File: config.mk
export PLATFORM = sky130hd
export DESIGN_NAME = servo_ctrl
export DESIGN_NICKNAME = d
export VERILOG_FILES = /design/src/rtl/servo_pkg.sv /design/src/rtl/frame_timer.sv /design/src/rtl/servo_ctrl.sv
export SDC_FILE = /design/constraint.sdc
export NUM_CORES = 1
export LEC_CHECK = 0
export ABC_AREA = 1
export CAP_MARGIN = 5
export CORE_MARGIN = 2
export CORE_UTILIZATION = 55
export CTS_BUF_LIST = sky130_fd_sc_hd__clkbuf_2
export DETAILED_ROUTE_END_ITERATION = 8
export PLACE_DENSITY = 0.81
export SYNTH_ARGS = -nofsm -noshare
export SYNTH_HDL_FRONTEND = slang
export SYNTH_HIERARCHICAL = 1
export SYNTH_SLANG_ARGS = --single-unit
File: constraint.sdc
create_clock -name clk -period 11.5 [get_ports clk]
set_input_delay 1.15 -clock clk [delete_from_list [all_inputs] [get_ports clk]]
set_output_delay 1.15 -clock clk [all_outputs]
set_load 0.005 [all_outputs]
File: src/rtl/servo_pkg.sv
// servo_pkg: shared constants, scaling helpers and FSM encoding for the
// servo PWM controller.
//   DEF_*            default frame/pulse/slew parameters (25 MHz clock)
//   calc_scale()     cycles of duty per degree, truncated
//   calc_center()    duty at the 90 degree mid-point
//   state_t          command FSM state encoding
`timescale 1ns/1ps
package servo_pkg;

  localparam int unsigned DEF_PERIOD    = 32'd500000;
  localparam int unsigned DEF_MIN_PULSE = 32'd25000;
  localparam int unsigned DEF_MAX_PULSE = 32'd50000;
  localparam int unsigned DEF_STEP      = 32'd250;

  // Largest accepted angle; larger commands are clamped to it.
  localparam logic [7:0] ANGLE_MAX = 8'd180;

  typedef enum logic [1:0] {
    ST_IDLE = 2'd0,
    ST_MUL  = 2'd1,
    ST_LOAD = 2'd2
  } state_t;

  function automatic logic [31:0] calc_scale(input logic [31:0] min_pulse,
                                             input logic [31:0] max_pulse);
    return (max_pulse - min_pulse) / 32'd180;
  endfunction

  function automatic logic [31:0] calc_center(input logic [31:0] min_pulse,
                                              input logic [31:0] max_pulse);
    return min_pulse + (32'd90 * calc_scale(min_pulse, max_pulse));
  endfunction

  localparam logic [31:0] DEF_SCALE  = calc_scale(DEF_MIN_PULSE, DEF_MAX_PULSE);
  localparam logic [31:0] DEF_CENTER = calc_center(DEF_MIN_PULSE, DEF_MAX_PULSE);

endpackage

File: src/rtl/frame_timer.sv
// frame_timer: free-running PWM frame counter.
//   clk        clock, rising edge
//   rst        asynchronous active-high reset (counter to 0)
//   frame_end  high exactly while the counter sits at PERIOD-1
`timescale 1ns/1ps
module frame_timer
  import servo_pkg::*;
#(
  parameter int unsigned PERIOD = DEF_PERIOD
) (
  input  logic clk,
  input  logic rst,
  output logic frame_end
);

  logic [31:0] count_r;
  logic        last_s;

  assign last_s    = (count_r == (PERIOD - 32'd1));
  assign frame_end = last_s;

  // Frame counter: 0..PERIOD-1, wrapping to 0.
  always_ff @(posedge clk or posedge rst) begin
    if (rst) begin
      count_r <= 32'd0;
    end else if (last_s) begin
      count_r <= 32'd0;
    end else begin
      count_r <= count_r + 32'd1;
    end
  end

endmodule

File: src/rtl/servo_ctrl.sv
// servo_ctrl: converts angle commands into a slew-limited PWM duty value.
//   clk          clock, rising edge
//   rst          asynchronous active-high reset
//   enable       drive pulses when high; duty_cycle reads 0 when low
//   angle_valid  command present
//   angle        commanded angle in degrees (clamped to 180)
//   angle_ready  command accepted when high (IDLE only)
//   duty_cycle   registered PWM high time, changes only on frame_end
//   period       constant PWM frame length
//   frame_end    one-cycle pulse on the last cycle of each frame
//   at_target    current duty equals target duty
`timescale 1ns/1ps
module servo_ctrl
  import servo_pkg::*;
#(
  parameter int unsigned PERIOD    = DEF_PERIOD,
  parameter int unsigned MIN_PULSE = DEF_MIN_PULSE,
  parameter int unsigned MAX_PULSE = DEF_MAX_PULSE,
  parameter int unsigned STEP      = DEF_STEP
) (
  input  logic        clk,
  input  logic        rst,
  input  logic        enable,
  input  logic        angle_valid,
  input  logic [7:0]  angle,
  output logic        angle_ready,
  output logic [31:0] duty_cycle,
  output logic [31:0] period,
  output logic        frame_end,
  output logic        at_target
);

  localparam logic [31:0] SCALE  = calc_scale(MIN_PULSE, MAX_PULSE);
  localparam logic [31:0] CENTER = calc_center(MIN_PULSE, MAX_PULSE);

  state_t      state_r,   state_s;
  logic [7:0]  mplier_r,  mplier_s;
  logic [31:0] mcand_r,   mcand_s;
  logic [31:0] prod_r,    prod_s;
  logic [2:0]  bit_cnt_r, bit_cnt_s;
  logic [31:0] target_r,  target_s;
  logic [31:0] current_r, step_s;
  logic [31:0] duty_r;
  logic        frame_end_s;
  logic        ready_s;

  frame_timer #(
    .PERIOD (PERIOD)
  ) u_frame_timer (
    .clk       (clk),
    .rst       (rst),
    .frame_end (frame_end_s)
  );

  assign ready_s     = (state_r == ST_IDLE) && !rst;
  assign angle_ready = ready_s;
  assign period      = PERIOD;
  assign frame_end   = frame_end_s;
  assign duty_cycle  = duty_r;
  assign at_target   = (current_r == target_r);

  // Command FSM next state plus the shift-add multiplier datapath.
  always_comb begin
    state_s   = state_r;
    mplier_s  = mplier_r;
    mcand_s   = mcand_r;
    prod_s    = prod_r;
    bit_cnt_s = bit_cnt_r;
    target_s  = target_r;
    case (state_r)
      ST_IDLE: begin
        if (angle_valid && ready_s) begin
          state_s   = ST_MUL;
          mplier_s  = (angle > ANGLE_MAX) ? ANGLE_MAX : angle;
          mcand_s   = SCALE;
          prod_s    = 32'd0;
          bit_cnt_s = 3'd0;
        end else begin
          state_s = ST_IDLE;
        end
      end
      ST_MUL: begin
        // LSB-first: add the shifted multiplicand for each set angle bit.
        if (mplier_r[0]) begin
          prod_s = prod_r + mcand_r;
        end else begin
          prod_s = prod_r;
        end
        mcand_s  = {mcand_r[30:0], 1'b0};
        mplier_s = {1'b0, mplier_r[7:1]};
        if (bit_cnt_r == 3'd7) begin
          state_s   = ST_LOAD;
          bit_cnt_s = 3'd0;
        end else begin
          bit_cnt_s = bit_cnt_r + 3'd1;
        end
      end
      ST_LOAD: begin
        target_s = MIN_PULSE + prod_r;
        state_s  = ST_IDLE;
      end
      default: begin
        state_s = ST_IDLE;
      end
    endcase
  end

  // Command FSM state and multiplier registers.
  always_ff @(posedge clk or posedge rst) begin
    if (rst) begin
      state_r   <= ST_IDLE;
      mplier_r  <= 8'd0;
      mcand_r   <= 32'd0;
      prod_r    <= 32'd0;
      bit_cnt_r <= 3'd0;
      target_r  <= CENTER;
    end else begin
      state_r   <= state_s;
      mplier_r  <= mplier_s;
      mcand_r   <= mcand_s;
      prod_r    <= prod_s;
      bit_cnt_r <= bit_cnt_s;
      target_r  <= target_s;
    end
  end

  // One slew step toward the target, clipped so it never overshoots.
  always_comb begin
    step_s = current_r;
    if (target_r > current_r) begin
      if ((target_r - current_r) <= STEP) begin
        step_s = target_r;
      end else begin
        step_s = current_r + STEP;
      end
    end else begin
      if ((current_r - target_r) <= STEP) begin
        step_s = target_r;
      end else begin
        step_s = current_r - STEP;
      end
    end
  end

  // Slew and duty output update only at frame boundaries; a target loaded
  // on the same edge is seen from the following frame onward.
  always_ff @(posedge clk or posedge rst) begin
    if (rst) begin
      current_r <= CENTER;
      duty_r    <= 32'd0;
    end else if (frame_end_s) begin
      current_r <= step_s;
      duty_r    <= enable ? step_s : 32'd0;
    end else begin
      current_r <= current_r;
      duty_r    <= duty_r;
    end
  end

endmodule

==> impl_results.md, run 1 <==
* Core ar. at 32300 um^2
* Fin Clk Skew at 76.4 ps
* Clk pwr share at 18.4%
* Asr flop ratio synth at 100%
* Pre-CTS setup slack at 6920 ps
* Crit path max-delay cell type: dfstp_2
* Status: complete, no violations
* Rows at 66
* TritonCTS Sinks at 202
* Largest net degree at the start of global routing at 104
* Top_reg_cell synth: dfrtp_1
* Register bit total from synthesis at 202
* Net switching fraction of the power at 48.6%
* PnR worst setup slack at 6320 ps
* VDD IR max at 0.000190 V
* Most frequent cells in the layout: nand2_1 (1025), inv_1 (430), nand3_1 (297)
* Synthesized area at 17900 um^2
* First-pass GRT wire length at 90.9 mm
* Area share of the largest cell type after synthesis at 26.6%
* Num ports at 79
* Post-Syn Instances at 2898
* Clock Latency Late Sink at 1020 ps
* Final Hold Viols at 0
* Psw at 1470 uW
* Final Slew Violations at 0
* CP Capture Type: output port
* Leakage at 0.0104 uW
* CTS tree: yes
* Setup bufs post-CTS at 0
* Non-filler cells, final at 3430
* Antenna violations before repair at 2
* Tmin final at 5180 ps
* Vias in the first global route at 17748
* DRC at 0
* CP arrival at 4030 ps
* Die Span Y at 184 um
* Synth Area in Adders at 7.26%
* Setup TNS at 0 ps
* Nets at 3064
* Xor and xnor area share after synthesis at 3.87%
* FF-to-FF setup slack at 6790 ps
* Root Buffer: clkbuf_2
* Synth area leader: dfrtp_1
* Post-synthesis compound-gate area fraction at 9.11%
* Routed wire length at 57.2 mm
* Htree depth at 2
* Largest cells by area after synthesis: dfrtp_1 (27%), nand2_1 (22%), inv_1 (9.0%)
* Largest family of logic cells by synthesized area: simple AND/OR/NAND/NOR gates
* Max frequency at 193 MHz
* Number of enable flip-flop cells after synthesis at 0
* RSZ-0062 raised after global routing: false
* Post-Synth Simple-Gate Area at 39.1%
* Hold WC Path Type: register to register
* Drt pass-1 iters at 5
* Worst setup SP type: register
* Post-detail-place hpwl at 43.4 mm
* Drt first-iter violations at 1397
* Normalized max-slew margin at 25.8%
* CP cell instances: inv_1 -> ha_1 -> nand2_1 -> nor2_1 -> inv_1 -> nor3_1 -> and2_1 -> clkdlybuf4s50_1
* Met3 Use GR at 6.44%
* Met1 global-route usage at 44.6%
* Drt wl/cell at 16.7 um
* Most used cell, CP: inv_1
* CTS Buf Count at 55
* P_int at 1560 uW
* Placed Area at 18600 um^2
* Die Width at 184 um
* Synth cell types at 50
* Gp weighted congestion at 0.959
* Post-CTS Hold Fix Bufs at 0
* Post-CTS sizing at 0
* Mapped Avg Cell Area at 6.17 um^2
* Met2 Track Usage GR at 54.8%
* Starting Density at 55.4%
* Grt ovf at 0
* Post-synthesis mux area share at 0%
* Vias at 18762
* Final setup fails at 0
* Synth-to-layout area growth at 7.19%
* Cell area after layout at 19200 um^2
* Global Route Usage Sum at 34.1%
* Total of max-cap violations at 0
* Clock-pin slew on the worst setup and hold paths at 100 ps
* GR peak layer: met2
* Filler instances at 3229
* Via density at 5.47
* Worst path max stage delay at 550 ps
* Part of the power in combinational logic at 48.7%
* Crit-path max FO at 7
* Pwr dens at 158 nW/um^2
* Actual slew at the worst max-slew pin at 1110 ps
* Final ANT Viol Nets at 0
* Seq/Total Area, Yosys at 28.3%
* Layout cells sized above 1 at 5.46%
* Max clock buf depth at 3
* Sequential power share at 32.9%
* Port bufs at 46
* Die Area at 34000 um^2
* Synth warn at 6
* Final period utilization at 45.1%
* Crit path kind: register to output port
* Post-Place Cells at 3334
* Commonest non-fill, non-tap cell in the layout: nand2_1
* Critical path required time at 10350 ps
[power by group through the flow]
stage / sequential [uW] / combinational, uW / clock (uW)
2_1_floorplan: 959 / 1100 / 0
3_3_place_gp: 1000 / 1430 / 0
3_5_place_dp: 1010 / 1460 / 0
4_1_cts: 995 / 1460 / 573
5_1_grt: 1020 / 1680 / 608
6_report: 1000 / 1480 / 557
[final cells by class]
| cell class | instances | area (um^2) | share of cell area (%) |
|---|---|---|---|
| Antenna cell | 3 | 7.51 | 0.0392 |
| Clock buffer | 83 | 415 | 2.17 |
| Clock inverter | 9 | 88.8 | 0.463 |
| Inverter | 449 | 1690 | 8.82 |
| Multi-Input combinational cell | 2181 | 10700 | 56.0 |
| Sequential cell | 202 | 5070 | 26.4 |
| Tap cell | 442 | 553 | 2.88 |
| Timing Repair Buffer | 61 | 613 | 3.20 |
[final timing paths]
kind | startpoint | to | cells after the start
max reg2reg | target_r[12]$_DFFE_PP1N_ | duty_cycle[18]$_DFFE_PP0P_ | 19
min in group asynchronous | rst | u_frame_timer/count_r[7]$_DFF_PP0_ | 3
min | duty_cycle[5]$_DFFE_PP0P_ | duty_cycle[5]$_DFFE_PP0P_ | 2
min reg2reg | duty_cycle[5]$_DFFE_PP0P_ | duty_cycle[5]$_DFFE_PP0P_ | 2
max | target_r[12]$_DFFE_PP1N_ | at_target | 8
max in group asynchronous | rst | current_r[30]$_DFFE_PP0P_ | 3
[flip-flops by register name (all words and copies together), names as in the netlist]
name and cells:
state_r 2, bit_cnt_r 3, mcand_r 31, prod_r 31, mplier_r 8, target_r 31, current_r 32, u_frame_timer/count_r 32
duty_cycle 32
[cells by family after synthesis]
kind of cell,after synthesis
buffers and inverters,546
other,2
adders and majority gates,102
and+or+nand+nor,1669
xor gates and xnor gates,79
DFF,202
AOI/OAI and AO/OA,298
[synth_stat cells (all sizes together) (2+ instances only)]
cell type / count
o22ai: 39
dfrtp: 190
xor2: 74
buf: 66
fa: 3
dfstp: 12
clkbuf: 31
nor4: 7
a21oi: 88
or2: 4
o31ai: 2
o21bai: 4
o211ai: 7
o221ai: 2
nand3: 298
a31oi: 8
xnor2: 5
and2: 4
nand4: 41
o21ai: 135
inv: 441
nor2: 243
nor3b: 2
conb: 2
nand3b: 4
o21a: 3
nand2: 1032
ha: 99
clkinv: 8
nor3: 34
a21o: 3
a22o: 2
[through the flow]
stage                     power [uW]  hold slack [ps]  util [%]
after CTS                       3030              492      59.3
after global placement          2430              462      57.6
after global routing            3300              511      59.4
after floorplan                 2060              452         -
after detailed placement        2460              465      57.7
final                           3040              489      59.4
[critical path: cells and delay by family (launching register included)]
family | cells | cell delay (ps)
AND/OR/NAND/NOR | 4 | 1340
buffers and inverters | 3 | 690
flip-flops | 1 | 550
adder cells (fa/ha/maj) | 1 | 460
[metal layers]
| layer | vias to the layer above | share of wire, % |
|---|---|---|
| met3 | 153 | 8.0 |
| met1 | 8651 | 43 |
| met4 | 0 | 4.3 |
| li1 | 9219 | - |
| met5 | - | 0 |
| met2 | 739 | 45 |
Power figures use the tool's default switching activity.
==> run 2: changes to the inputs <==
==> constraint.sdc (replaced) <==
create_clock -name clk -period 5.05 [get_ports clk]
set_input_delay 0.505 -clock clk [delete_from_list [all_inputs] [get_ports clk]]
set_output_delay 0.505 -clock clk [all_outputs]
set_load 0.005 [all_outputs]
==> run 2 against run 1 <==
Net effect:
- sequential power grew 130%
- first-iteration DRC count grew 9.7%
- die area is the same
- final area grew 0.54%
- worst hold slack lost 350 ps
- clock power grew 130%
- highest routed layer unchanged
==> impl_results.md, run 2 (synthesized netlist as in run 1, its figures left out) <==
* Sequential power share at 32.9% (about the same)
* VDD IR max at 0.000485 V (was 0.000190 V)
* Final setup fails at 0 (unchanged)
* Status: complete, no violations (unchanged)
* Placed Area at 18700 um^2 (was 18600 um^2)
* Drt pass-1 iters at 6 (was 5)
* Clock Latency Late Sink at 1000 ps (was 1020 ps)
* Normalized max-slew margin at 28.7% (was 25.8%)
* Final Hold Viols at 0 (unchanged)
* Crit Reg-Reg Startpoint: target_r[15]$_DFFE_PP1N_ (was target_r[12]$_DFFE_PP1N_)
* Pre-CTS setup slack at 1100 ps (was 6920 ps)
* Die Span Y at 184 um (unchanged)
* Drt wl/cell at 16.3 um (was 16.7 um)
* Critical path required time at 4550 ps (was 10350 ps)
* CTS tree: yes (unchanged)
* Via density at 5.45 (was 5.47)
* PnR worst setup slack at 821 ps (was 6320 ps)
* Non-filler cells, final at 3446 (was 3430)
* Crit path launch: target_r[15]$_DFFE_PP1N_ (was target_r[12]$_DFFE_PP1N_)
* Tmin final at 4230 ps
* Nets at 3074 (was 3064)
* First-pass GRT wire length at 90.3 mm (was 90.9 mm)
* Synth-to-layout area growth at 7.76% (was 7.19%)
* Hold WC Path Type: input pin to register (was register to register)
* Net switching fraction of the power at 48.5% (was 48.6%)
* RSZ-0062 raised after global routing: false (unchanged)
* Clk pwr share at 18.2% (was 18.4%)
* Global Route Usage Sum at 33.6% (was 34.1%)
* FF-to-FF setup slack at 870 ps (was 6790 ps)
* Layout cells sized above 1 at 5.63% (was 5.46%)
* Port bufs at 46 (unchanged)
* Num ports at 79 (unchanged)
* Worst setup SP type: register (unchanged)
* Leakage at 0.0104 uW (about the same)
* Largest net degree at the start of global routing at 171 (was 104)
* Rows at 66 (unchanged)
* Max frequency at 236 MHz
* Pwr dens at 359 nW/um^2 (was 158 nW/um^2)
* Fin Hold WS at 138 ps (was 489 ps)
* Crit path to: at_target (unchanged)
* Most frequent cells in the layout: nand2_1 (1025), inv_1 (430), nand3_1 (297) (unchanged)
* RR Endpoint: current_r[2]$_DFFE_PP1P_ (was duty_cycle[18]$_DFFE_PP0P_)
* P_int at 3560 uW (was 1560 uW)
* Drt first-iter violations at 1533 (was 1397)
* Setup TNS at 0 ps (unchanged)
* Htree depth at 2 (unchanged)
* Core ar. at 32300 um^2 (unchanged)
* Die Width at 184 um (unchanged)
* Post-detail-place hpwl at 43.4 mm (about the same)
* Post-Place Cells at 3344 (was 3334)
* TritonCTS Sinks at 202 (unchanged)
* Vias in the first global route at 17834 (was 17748)
* Die Area at 34000 um^2 (unchanged)
* Psw at 3350 uW (was 1470 uW)
* Actual slew at the worst max-slew pin at 1070 ps (was 1110 ps)
* Gp weighted congestion at 1.02 (was 0.959)
* CP arrival at 3720 ps (was 4030 ps)
* Antenna violations before repair at 2 (unchanged)
* Total of max-cap violations at 0 (unchanged)
* Final period utilization at 83.7%
* Crit path kind: register to output port (unchanged)
* Starting Density at 55.4% (unchanged)
* Routed wire length at 56.1 mm (was 57.2 mm)
* Grt ovf at 0 (unchanged)
* Fin Clk Skew at 73.4 ps (was 76.4 ps)
* Vias at 18781 (was 18762)
* Crit-path max FO at 7 (unchanged)
* FF-to-FF path depth at 19 (unchanged)
* CTS Buf Count at 54 (was 55)
* Cell area after layout at 19300 um^2 (was 19200 um^2)
* Final Slew Violations at 0 (unchanged)
* Post-CTS sizing at 0 (unchanged)
* Max clock buf depth at 3 (unchanged)
* Root Buffer: clkbuf_2 (unchanged)
* CP Capture Type: output port (unchanged)
* Part of the power in combinational logic at 48.9% (was 48.7%)
* DRC at 0 (unchanged)
* Commonest non-fill, non-tap cell in the layout: nand2_1 (unchanged)
* Clock-pin slew on the worst setup and hold paths at 110 ps (was 100 ps)
* Final ANT Viol Nets at 0 (unchanged)
run 2: cell types whose count changed in the layout (fill, tap and decap cells not counted), moves of 2 or more:
cell      delta
buf_12       +2
buf_4        +9
clkinv_1     +9
clkbuf_2     -4
run 2: worst min path at each step:
stage / endpoint / depth (start not counted) / start
2_1_floorplan: mplier_r[6]$_DFFE_PP0P_ / 2 / mplier_r[6]$_DFFE_PP0P_
3_3_place_gp: duty_cycle[27]$_DFFE_PP0P_ / 2 / duty_cycle[27]$_DFFE_PP0P_
3_5_place_dp: duty_cycle[18]$_DFFE_PP0P_ / 2 / duty_cycle[18]$_DFFE_PP0P_
4_1_cts: mplier_r[7]$_DFFE_PP0P_ / 3 / angle[7]
5_1_grt: mplier_r[7]$_DFFE_PP0P_ / 3 / angle[7]
6_report: mplier_r[7]$_DFFE_PP0P_ / 3 / angle[7]
run 2: worst max-delay path, stage by stage (launching register included):
cell,delay [ps]
dfstp_2,560
inv_1,70
ha_1,440
nand2_1,160
nor2_1,450
inv_1,80
nor3_1,220
and2_1,260
clkdlybuf4s50_1,530
run 2: area by class of cell:
type | count | area (um^2)
Antenna cell | 3 | 7.51
Clock buffer | 79 | 395
Clock inverter | 18 | 123
Fill cell | 3241 | 13000
Inverter | 449 | 1690
Multi-Input combinational cell | 2181 | 10700
Sequential cell | 202 | 5070
Tap cell | 442 | 553
Timing Repair Buffer | 72 | 703
run 2: power groups by stage:
| stage | Clock [uW] | Sequential [uW] | Combinational [uW] |
|---|---|---|---|
| floorplan | 0 | 2180 | 2510 |
| global placement | 0 | 2280 | 3260 |
| detailed placement | 0 | 2290 | 3320 |
| CTS | 1300 | 2260 | 3340 |
| global route | 1370 | 2320 | 3830 |
| finish | 1260 | 2270 | 3380 |
run 2: per-layer routing:
metal / vias to the layer above / GRT usage, % / part of all wire (%)
met2: 759 / 54.7 / 46
met5: - / 0 / 0
met3: 130 / 5.22 / 7.5
met1: 8647 / 44.6 / 43
met4: 0 / 13.6 / 3.8
li1: 9245 / - / -
run 2: per-stage QoR:
stage | utilization (%) | power, uW
4_1_cts | 59.6 | 6900
3_5_place_dp | 58.0 | 5610
2_1_floorplan | - | 4690
3_3_place_gp | 58.0 | 5550
6_report | 59.7 | 6910
5_1_grt | 59.7 | 7510
run 2: what timing repair did:
action	4_1_cts	5_1_grt
hold endpoints to repair	23	0
setup buffers	0	0
setup endpoints to repair	0	0
hold buffers	1	0
==> run 3: changes to the inputs <==
--- a/config.mk
+++ b/config.mk
@@ -11,7 +11,7 @@
 export CORE_UTILIZATION = 55
 export CTS_BUF_LIST = sky130_fd_sc_hd__clkbuf_2
 export DETAILED_ROUTE_END_ITERATION = 8
-export PLACE_DENSITY = 0.81
+export PLACE_DENSITY = 0.84
 export SYNTH_ARGS = -nofsm -noshare
 export SYNTH_HDL_FRONTEND = slang
 export SYNTH_HIERARCHICAL = 1
==> constraint.sdc (replaced) <==
create_clock -name clk -period 3.61 [get_ports clk]
set_input_delay 0.361 -clock clk [delete_from_list [all_inputs] [get_ports clk]]
set_output_delay 0.361 -clock clk [all_outputs]
set_load 0.005 [all_outputs]
==> run 3 against run 2 <==
Net effect:
- register-to-register slack worse by 650 ps
- flip-flop and latch count stayed put
- utilization is 1.7 points higher
- setup slack worse by 600 ps
- final cell count is 0.87% higher
- first-iteration DRC count is 9.6% higher
- die area stayed put
- via count is 1.4% higher
- largest power group unchanged
==> impl_results.md, run 3 (synthesized netlist as in run 1, its figures left out) <==
* Port bufs at 46 (unchanged)
* Worst setup SP type: register (unchanged)
* Tmin final at 3390 ps
* Net switching fraction of the power at 49.3% (was 48.5%)
* Antenna violations before repair at 4 (was 2)
* Final setup fails at 0 (unchanged)
* Hold WC Path Type: input pin to register (unchanged)
* Clock-pin slew on the worst setup and hold paths at 110 ps (about the same)
* RSZ-0062 raised after global routing: false (unchanged)
* Psw at 4870 uW (was 3350 uW)
* Clock Latency Late Sink at 940 ps (was 1000 ps)
* Htree depth at 2 (unchanged)
* Rows at 66 (unchanged)
* Die Width at 184 um (unchanged)
* Die Span Y at 184 um (unchanged)
* VDD IR max at 0.000498 V (was 0.000485 V)
* Part of the power in combinational logic at 51.8% (was 48.9%)
* Status: complete, no violations (unchanged)
* Final period utilization at 94.0%
* Most frequent cells in the layout: nand2_1 (1021), inv_1 (430), nand3_1 (294) (was nand2_1 (1025), inv_1 (430), nand3_1 (297))
* Sequential power share at 32.1% (was 32.9%)
* Crit-path max FO at 31 (was 7)
* Clk pwr share at 16.0% (was 18.2%)
* Hold Crit Start: angle[1] (was angle[7])
* Die Area at 34000 um^2 (unchanged)
* Fin Clk Skew at 95.5 ps (was 73.4 ps)
* Via density at 5.48 (was 5.45)
* Pwr dens at 499 nW/um^2 (was 359 nW/um^2)
* Drt wl/cell at 16.8 um (was 16.3 um)
* P_int at 5010 uW (was 3560 uW)
* Final ANT Viol Nets at 0 (unchanged)
* Actual slew at the worst max-slew pin at 1120 ps (was 1070 ps)
* Crit Reg-Reg Startpoint: target_r[9]$_DFFE_PP1N_ (was target_r[15]$_DFFE_PP1N_)
* Crit path kind: register to register (was register to output port)
* Layout cells sized above 1 at 7.72% (was 5.63%)
* Filler instances at 3101 (was 3241)
* Leakage at 0.0106 uW (was 0.0104 uW)
* Drt first-iter violations at 1680 (was 1533)
* Core ar. at 32300 um^2 (unchanged)
* Post-detail-place hpwl at 44.8 mm (was 43.4 mm)
* Cell area after layout at 19800 um^2 (was 19300 um^2)
* Grt ovf at 0 (unchanged)
* DRC at 0 (unchanged)
* Total of max-cap violations at 0 (unchanged)
* CTS Buf Count at 52 (was 54)
* Crit path launch: target_r[9]$_DFFE_PP1N_ (was target_r[15]$_DFFE_PP1N_)
* Global Route Usage Sum at 34.3% (was 33.6%)
* Nets at 3103 (was 3074)
* Max frequency at 295 MHz
* Largest net degree at the start of global routing at 97 (was 171)
* Final Slew Violations at 0 (unchanged)
* Vias at 19041 (was 18781)
* Max clock buf depth at 3 (unchanged)
* Vias in the first global route at 18109 (was 17834)
* Drt pass-1 iters at 6 (unchanged)
* TritonCTS Sinks at 202 (unchanged)
* Synth-to-layout area growth at 10.8% (was 7.76%)
* CP Capture Type: register (was output port)
* Commonest non-fill, non-tap cell in the layout: nand2_1 (unchanged)
* Placed Area at 19000 um^2 (was 18700 um^2)
* Starting Density at 55.4% (unchanged)
* CP arrival at 4200 ps (was 3720 ps)
* Routed wire length at 58.2 mm (was 56.1 mm)
* First-pass GRT wire length at 92.0 mm (was 90.3 mm)
* Critical path required time at 4410 ps (was 4550 ps)
* Num ports at 79 (unchanged)
* Final Hold Viols at 0 (unchanged)
* Total power at 9880 uW (was 6910 uW)
* CTS tree: yes (unchanged)
* Normalized max-slew margin at 25.0% (was 28.7%)
* Root Buffer: clkbuf_2 (unchanged)
* Setup TNS at 0 ps (unchanged)
* Gp weighted congestion at 1.02 (about the same)
[run 3: cell types whose count changed in the layout (fill, tap and decap cells not counted), moves of 8 or more]
| cell | before | now |
|---|---|---|
| buf_4 | 22 | 48 |
| ha_1 | 99 | 74 |
| ha_4 | 0 | 16 |
| clkbuf_2 | 79 | 69 |
| clkinv_1 | 22 | 31 |
| ha_2 | 0 | 9 |
| nor2_4 | 7 | 15 |
[run 3: through the flow]
| stage | hold WS (ps) | cells | util, % | worst slack [ps] |
|---|---|---|---|---|
| 2_1_floorplan | 452 | 2929 | - | 869 |
| 3_3_place_gp | 463 | 3371 | 58.8 | 201 |
| 3_5_place_dp | 464 | 3371 | 58.8 | 133 |
| 4_1_cts | 6.07 | 3472 | 60.7 | 3.49 |
| 5_1_grt | 72.1 | 3476 | 61.4 | 5.89 |
| 6_report | 83.6 | 3476 | 61.4 | 216 |
[run 3: repair_timing]
| item | 4_1_cts | 5_1_grt |
|---|---|---|
| setup buffers | 2 | 3 |
| endpoints found under the hold margin | 39 | 0 |
| gates cloned | 0 | 0 |
| resized for setup | 30 | 37 |
| setup endpoints to repair | 1 | 63 |
| pin swaps | 1 | 3 |
| hold buffers | 1 | 0 |
[run 3: final cells by class]
cell class                      instances  area, um^2  share of cell area (%)
Antenna cell                            1        2.50                  0.0126
Timing Repair Buffer                  103         993                    5.01
Sequential cell                       202        5070                    25.6
Clock buffer                           69         345                    1.74
Tap cell                              442         553                    2.79
Clock inverter                         29         114                   0.575
Multi-Input combinational cell       2181       11000                    55.7
Inverter                              449        1690                    8.53
[run 3: worst paths after layout]
kind | endpoint | slack [ps] | cells after the start
max | duty_cycle[10]$_DFFE_PP0P_ | 220 | 21
min | mplier_r[1]$_DFFE_PP0P_ | 80 | 3
max reg2reg | duty_cycle[10]$_DFFE_PP0P_ | 220 | 21
min reg2reg | duty_cycle[20]$_DFFE_PP0P_ | 490 | 2
max in group asynchronous | prod_r[26]$_DFFE_PP0P_ | 2070 | 4
min in group asynchronous | duty_cycle[15]$_DFFE_PP0P_ | 550 | 3
[run 3: critical path: stages (launching register included)]
cell and delay [ps]:
dfstp_2 560, inv_1 110, ha_4 350, nand2_1 70, nand2_1 170, inv_1 60
nand2_1 150, inv_1 100, nand2_1 210, nand2_1 110, nand4_1 80, nand2_1 110
nor2_1 130, nand2_1 90, nor3_4 250, nand2_1 130, buf_12 190, nand2_1 80
nand3_1 70, nand2_1 120, nand3_1 80, nand2_1 90
[run 3: power groups by stage]
stage / Sequential (uW) / Combinational [uW] / Clock, uW
floorplan: 3060 / 3510 / 0
global placement: 3180 / 4680 / 0
detailed placement: 3200 / 4790 / 0
CTS: 3160 / 4910 / 1610
global route: 3220 / 5730 / 1720
finish: 3170 / 5120 / 1590
[run 3: metal layers]
metal	vias to the layer above	GRT usage [%]	share of wire [%]
met5	-	0	0.057
met4	6	15.7	4.5
met3	183	5.87	8.1
met2	830	56.1	46
met1	8707	44.2	42
li1	9315	-	-
==> edit 1, RTL diff (config.mk and constraints of run 1) <==
`prod_r` no longer has a reset.
--- a/src/rtl/servo_ctrl.sv
+++ b/src/rtl/servo_ctrl.sv
@@ -112,5 +112,4 @@
       mplier_r  <= 8'd0;
       mcand_r   <= 32'd0;
-      prod_r    <= 32'd0;
       bit_cnt_r <= 3'd0;
       target_r  <= CENTER;
@@ -119,8 +118,11 @@
       mplier_r  <= mplier_s;
       mcand_r   <= mcand_s;
-      prod_r    <= prod_s;
       bit_cnt_r <= bit_cnt_s;
       target_r  <= target_s;
     end
+  end
+
+  always_ff @(posedge clk) begin
+    prod_r <= prod_s;
   end
 
Formal check against the unedited RTL: no difference found for any inputs over 10 cycles, from zero or initial values and one cycle with rst high; that may be too few to reach the edited logic, so the function may still have changed.
==> edit 1 against run 1 <==
Combinational power is 70% higher. Routed wire length decreased by 4.6%. Die area is 0.94% lower. Sequential cell count did not move. First-iteration DRC count increased by 6.4%. Worst setup slack better by 320 ps. Clock skew fell by 14 ps. Global-route usage fell by 1.3 points. Area after synthesis is 0.96% lower. Final area is 1.2% lower. Power up 38%. Highest routed layer is now met5.
==> edit 1: results (changes against run 1) <==
| Metric | Value |
|---|---|
| Outcome | `finished, final reports clean` |
| WL met1 | `23.5 mm (-4.0%)` |
| Psw | `2230 µW (+51%)` |
| GRT Total Usage | `32.8% (-1.3 points)` |
| Placed Area | `18400 µm² (-1.5%)` |
| Worst skew pair latency | `920 ps (-100 ps)` |
| Peak Freq | `206 MHz (+6.6%)` |
| Final net count | `2955 (-3.6%)` |
| Routed met2 length | `24.8 mm (-3.7%)` |
| Worst R2R Setup Slack | `7050 ps (+260 ps)` |
| Global Route met3 Usage | `6.08% (-0.36 points)` |
| Router iterations before antenna repair | `6 (+1)` |
| DR WL met3 | `4.71 mm (+3.1%)` |
| Place WS | `7170 ps (+251 ps)` |
| Worst-case vdd ir drop | `0.000175 V (-7.9%)` |
| CTS buffer count | `54 (-1.8%)` |
| Register area share after synthesis | `29.5% (+1.2 points)` |
| Adder-Cell Fraction of Synth Area | `7.29% (+0.028 points)` |
| Final non-filler cell total | `3291 (-4.1%)` |
| P_leak | `0.0101 µW (-2.9%)` |
| Highest metal used | `met5` |
| M2 GR Usage | `53.0% (-1.8 points)` |
| Wire length per cell | `16.6 µm (-0.52%)` |
| Top post-synthesis cells by count | `nand2_1, inv_1, nand3_1, nor2_1, dfrtp_1` |
| Clock power frac | `13.4% (-5.0 points)` |
| First-pass GRT wire length | `88.3 mm (-2.9%)` |
| Worst path arrival time | `3710 ps (-320 ps)` |
| EDFF count, synth | `31 (+31)` |
| M1 GR Usage | `44.3% (-0.30 points)` |
| Layout cell share with drive strength beyond 1 | `5.37% (-0.092 points)` |
| XOR/XNOR share of the synthesized area | `4.15% (+0.28 points)` |
| Min Hold Slack | `484 ps (-4.26 ps)` |
| Worst Skew | `62.6 ps (-13.8 ps)` |
| Syn Inst Count | `2793 (-3.6%)` |
| Netlist cell types | `53 (+6.0%)` |
| Vias in the first global route | `17.5k (-1.6%)` |
| Ranking of synthesized cells by area | `dfrtp_1, nand2_1, inv_1, nand3_1, ha_1` |
| Post CTS Setup Buffer Count | `0 (unchanged)` |
| Via count | `18.3k (-2.3%)` |
| DP HPWL | `41.9 mm (-3.4%)` |
| Area Overhead vs Synth | `6.89%` |
| Worst slew margin | `11.1% (-15 points)` |
| Largest net degree at the start of global routing | `96 (-7.7%)` |
| Fillers | `3085 (-4.5%)` |
| Placed cell count | `3186 (-4.4%)` |
| GPL Wtd Cong | `1.02 (+6.1%)` |
-- edit 1: cell types whose count changed in the layout (fill, tap and decap cells not counted), sizes merged, moves of 14 or more --
cell | run 1 | this run
nand2 | 1032 | 941
a21oi | 88 | 115
dfrtp | 190 | 159
inv | 441 | 427
clkinv | 15 | 35
edfxtp | 0 | 31
nand3 | 298 | 283
o21ai | 135 | 120
-- edit 1: area by class of cell --
class	count	share of cell area, %
clock inverters	30	0.971
flip-flops and latches	202	27.6
well taps	402	2.66
diodes	2	0.0264
multi-input cells	2090	55.2
clock buffers	72	1.90
inverters	434	8.63
repair buffers	59	3.05
-- edit 1: path summary, 6_finish.rpt --
check | startpoint | endpoint | cells past startpoint
max | target_r[15] | at_target | 8
min | mplier_r[2] | mplier_r[1] | 2
max reg2reg | target_r[2] | current_r[6] | 21
min reg2reg | mplier_r[2] | mplier_r[1] | 2
max in group asynchronous | rst | target_r[20] | 3
min in group asynchronous | rst | state_r[0] | 2
==> edit 2, RTL diff (config.mk and constraints of run 1) <==
Made on the original files. Change the package constant `DEF_PERIOD` from 32'd500000 to 32'd262144.
--- a/src/rtl/servo_pkg.sv
+++ b/src/rtl/servo_pkg.sv
@@ -8,5 +8,5 @@
 package servo_pkg;
 
-  localparam int unsigned DEF_PERIOD    = 32'd500000;
+  localparam int unsigned DEF_PERIOD    = 32'd262144;
   localparam int unsigned DEF_MIN_PULSE = 32'd25000;
   localparam int unsigned DEF_MAX_PULSE = 32'd50000;
Formal check against the unedited RTL: not equivalent (Yosys sat finds a counterexample within 4 cycles, from zero or initial values and one cycle with rst high).
==> edit 2 against run 1 <==
Sequential cell count unchanged. Worst setup slack better by 400 ps. Routed wire length is 1.6% lower. Clock skew rose by 9.6 ps. Clock power down 8.1%. Final area shrank 1.1%. Power decreased by 0.51%. Area after synthesis down 0.52%.
==> edit 2: results (changes against run 1) <==
| Metric | Value |
|---|---|
| Footprint of the multi-input gates | `10700 µm² (-0.38%)` |
| Diode count | `1 (-2)` |
| Placed cell count | `3257 (-2.3%)` |
| M1 GR Usage | `44.8% (+0.14 points)` |
| Slew @ Worst Pin | `1020 ps (-89.5 ps)` |
| DP HPWL | `43.1 mm (-0.67%)` |
| Signal buf overhead | `3.10% (-0.097 points)` |
| RR Endpoint | `duty_cycle[9]` |
| Initial antenna violation count | `1 (-1)` |
| Vias per Instance | `5.55 (+1.5%)` |
| Via count | `18.6k (-0.72%)` |
| GRT Total Usage | `33.8% (-0.36 points)` |
| Hold path start | `duty_cycle[24]` |
| Worst path arrival time | `3630 ps (-400 ps)` |
| Die ar. | `33800 µm² (-0.51%)` |
| GPL Wtd Cong | `0.975 (+1.7%)` |
| Worst stage delay on the critical path | `580 ps (+30 ps)` |
| Final net count | `3026 (-1.2%)` |
| Non-clock buffer count | `63 (+3.3%)` |
| Sequential cell area share | `26.7% (+0.29 points)` |
| Layout cell share with drive strength beyond 1 | `5.49% (+0.029 points)` |
| Worst Skew | `86.0 ps (+9.58 ps)` |
| P_leak | `0.0102 µW (-1.3%)` |
| Placed Area | `18500 µm² (-0.79%)` |
| Vias in the first global route | `17.9k (+0.78%)` |
| Power density cells | `159 nW/µm² (+0.59%)` |
| DR WL met3 | `4.41 mm (-3.4%)` |
| Drt total wl | `56.3 mm (-1.6%)` |
| Multi-In Gates | `2158 (-1.1%)` |
| Iteration-0 DRC count of the detailed router | `1599 (+14%)` |
| WL met1 | `24.0 mm (-1.7%)` |
| Syn Inst Count | `2858 (-1.4%)` |
| Worst-case vdd ir drop | `0.000227 V (+19%)` |
| Worst r2r src | `target_r[9]` |
| Ranking of synthesized cells by area | `dfrtp_1, nand2_1, inv_1, nand3_1, ha_1` |
| Outcome | `finished, final reports clean` |
| Worst skew pair latency | `950 ps (-70 ps)` |
| FF-to-FF path depth | `22 (+3)` |
| Worst R2R Setup Slack | `7180 ps (+390 ps)` |
| Area Overhead vs Synth | `6.58%` |
| Largest net degree at the start of global routing | `105 (+0.96%)` |
| Psw | `1500 µW (+1.4%)` |
| Top-area cell type share of the netlist area | `26.7% (+0.14 points)` |
| Slowest CP cell | `clkdlybuf4s50_1` |
## edit 2: cell count changes in the layout (fill, tap and decap cells not counted), moves of 4 or more
cell,delta
a21oi_1,+4
nand2_1,-31
buf_4,+4
inv_2,-5
xnor2_1,+4
nand3_1,+8
inv_1,-13
nor3_1,-5
## edit 2: worst min path at each step
stage | to | slack [ps] | cells after the start
floorplan | u_frame_timer/count_r[0] | 450 | 1
global placement | duty_cycle[3] | 460 | 2
detailed placement | duty_cycle[24] | 460 | 2
CTS | duty_cycle[24] | 490 | 2
global route | duty_cycle[24] | 510 | 2
finish | duty_cycle[24] | 490 | 2
## edit 2: cell families after synthesis
| family | after synthesis | synth area share (%) |
|---|---|---|
| AO/OA/AOI/OAI | 307 | 9.51 |
| XOR/XNOR | 81 | 3.99 |
| AND/OR/NAND/NOR | 1635 | 38.6 |
| flip-flops | 202 | 28.5 |
| adder cells (fa/ha/maj) | 102 | 7.30 |
| other | 2 | 0.0422 |
| buffers and inverters | 529 | 12.1 |
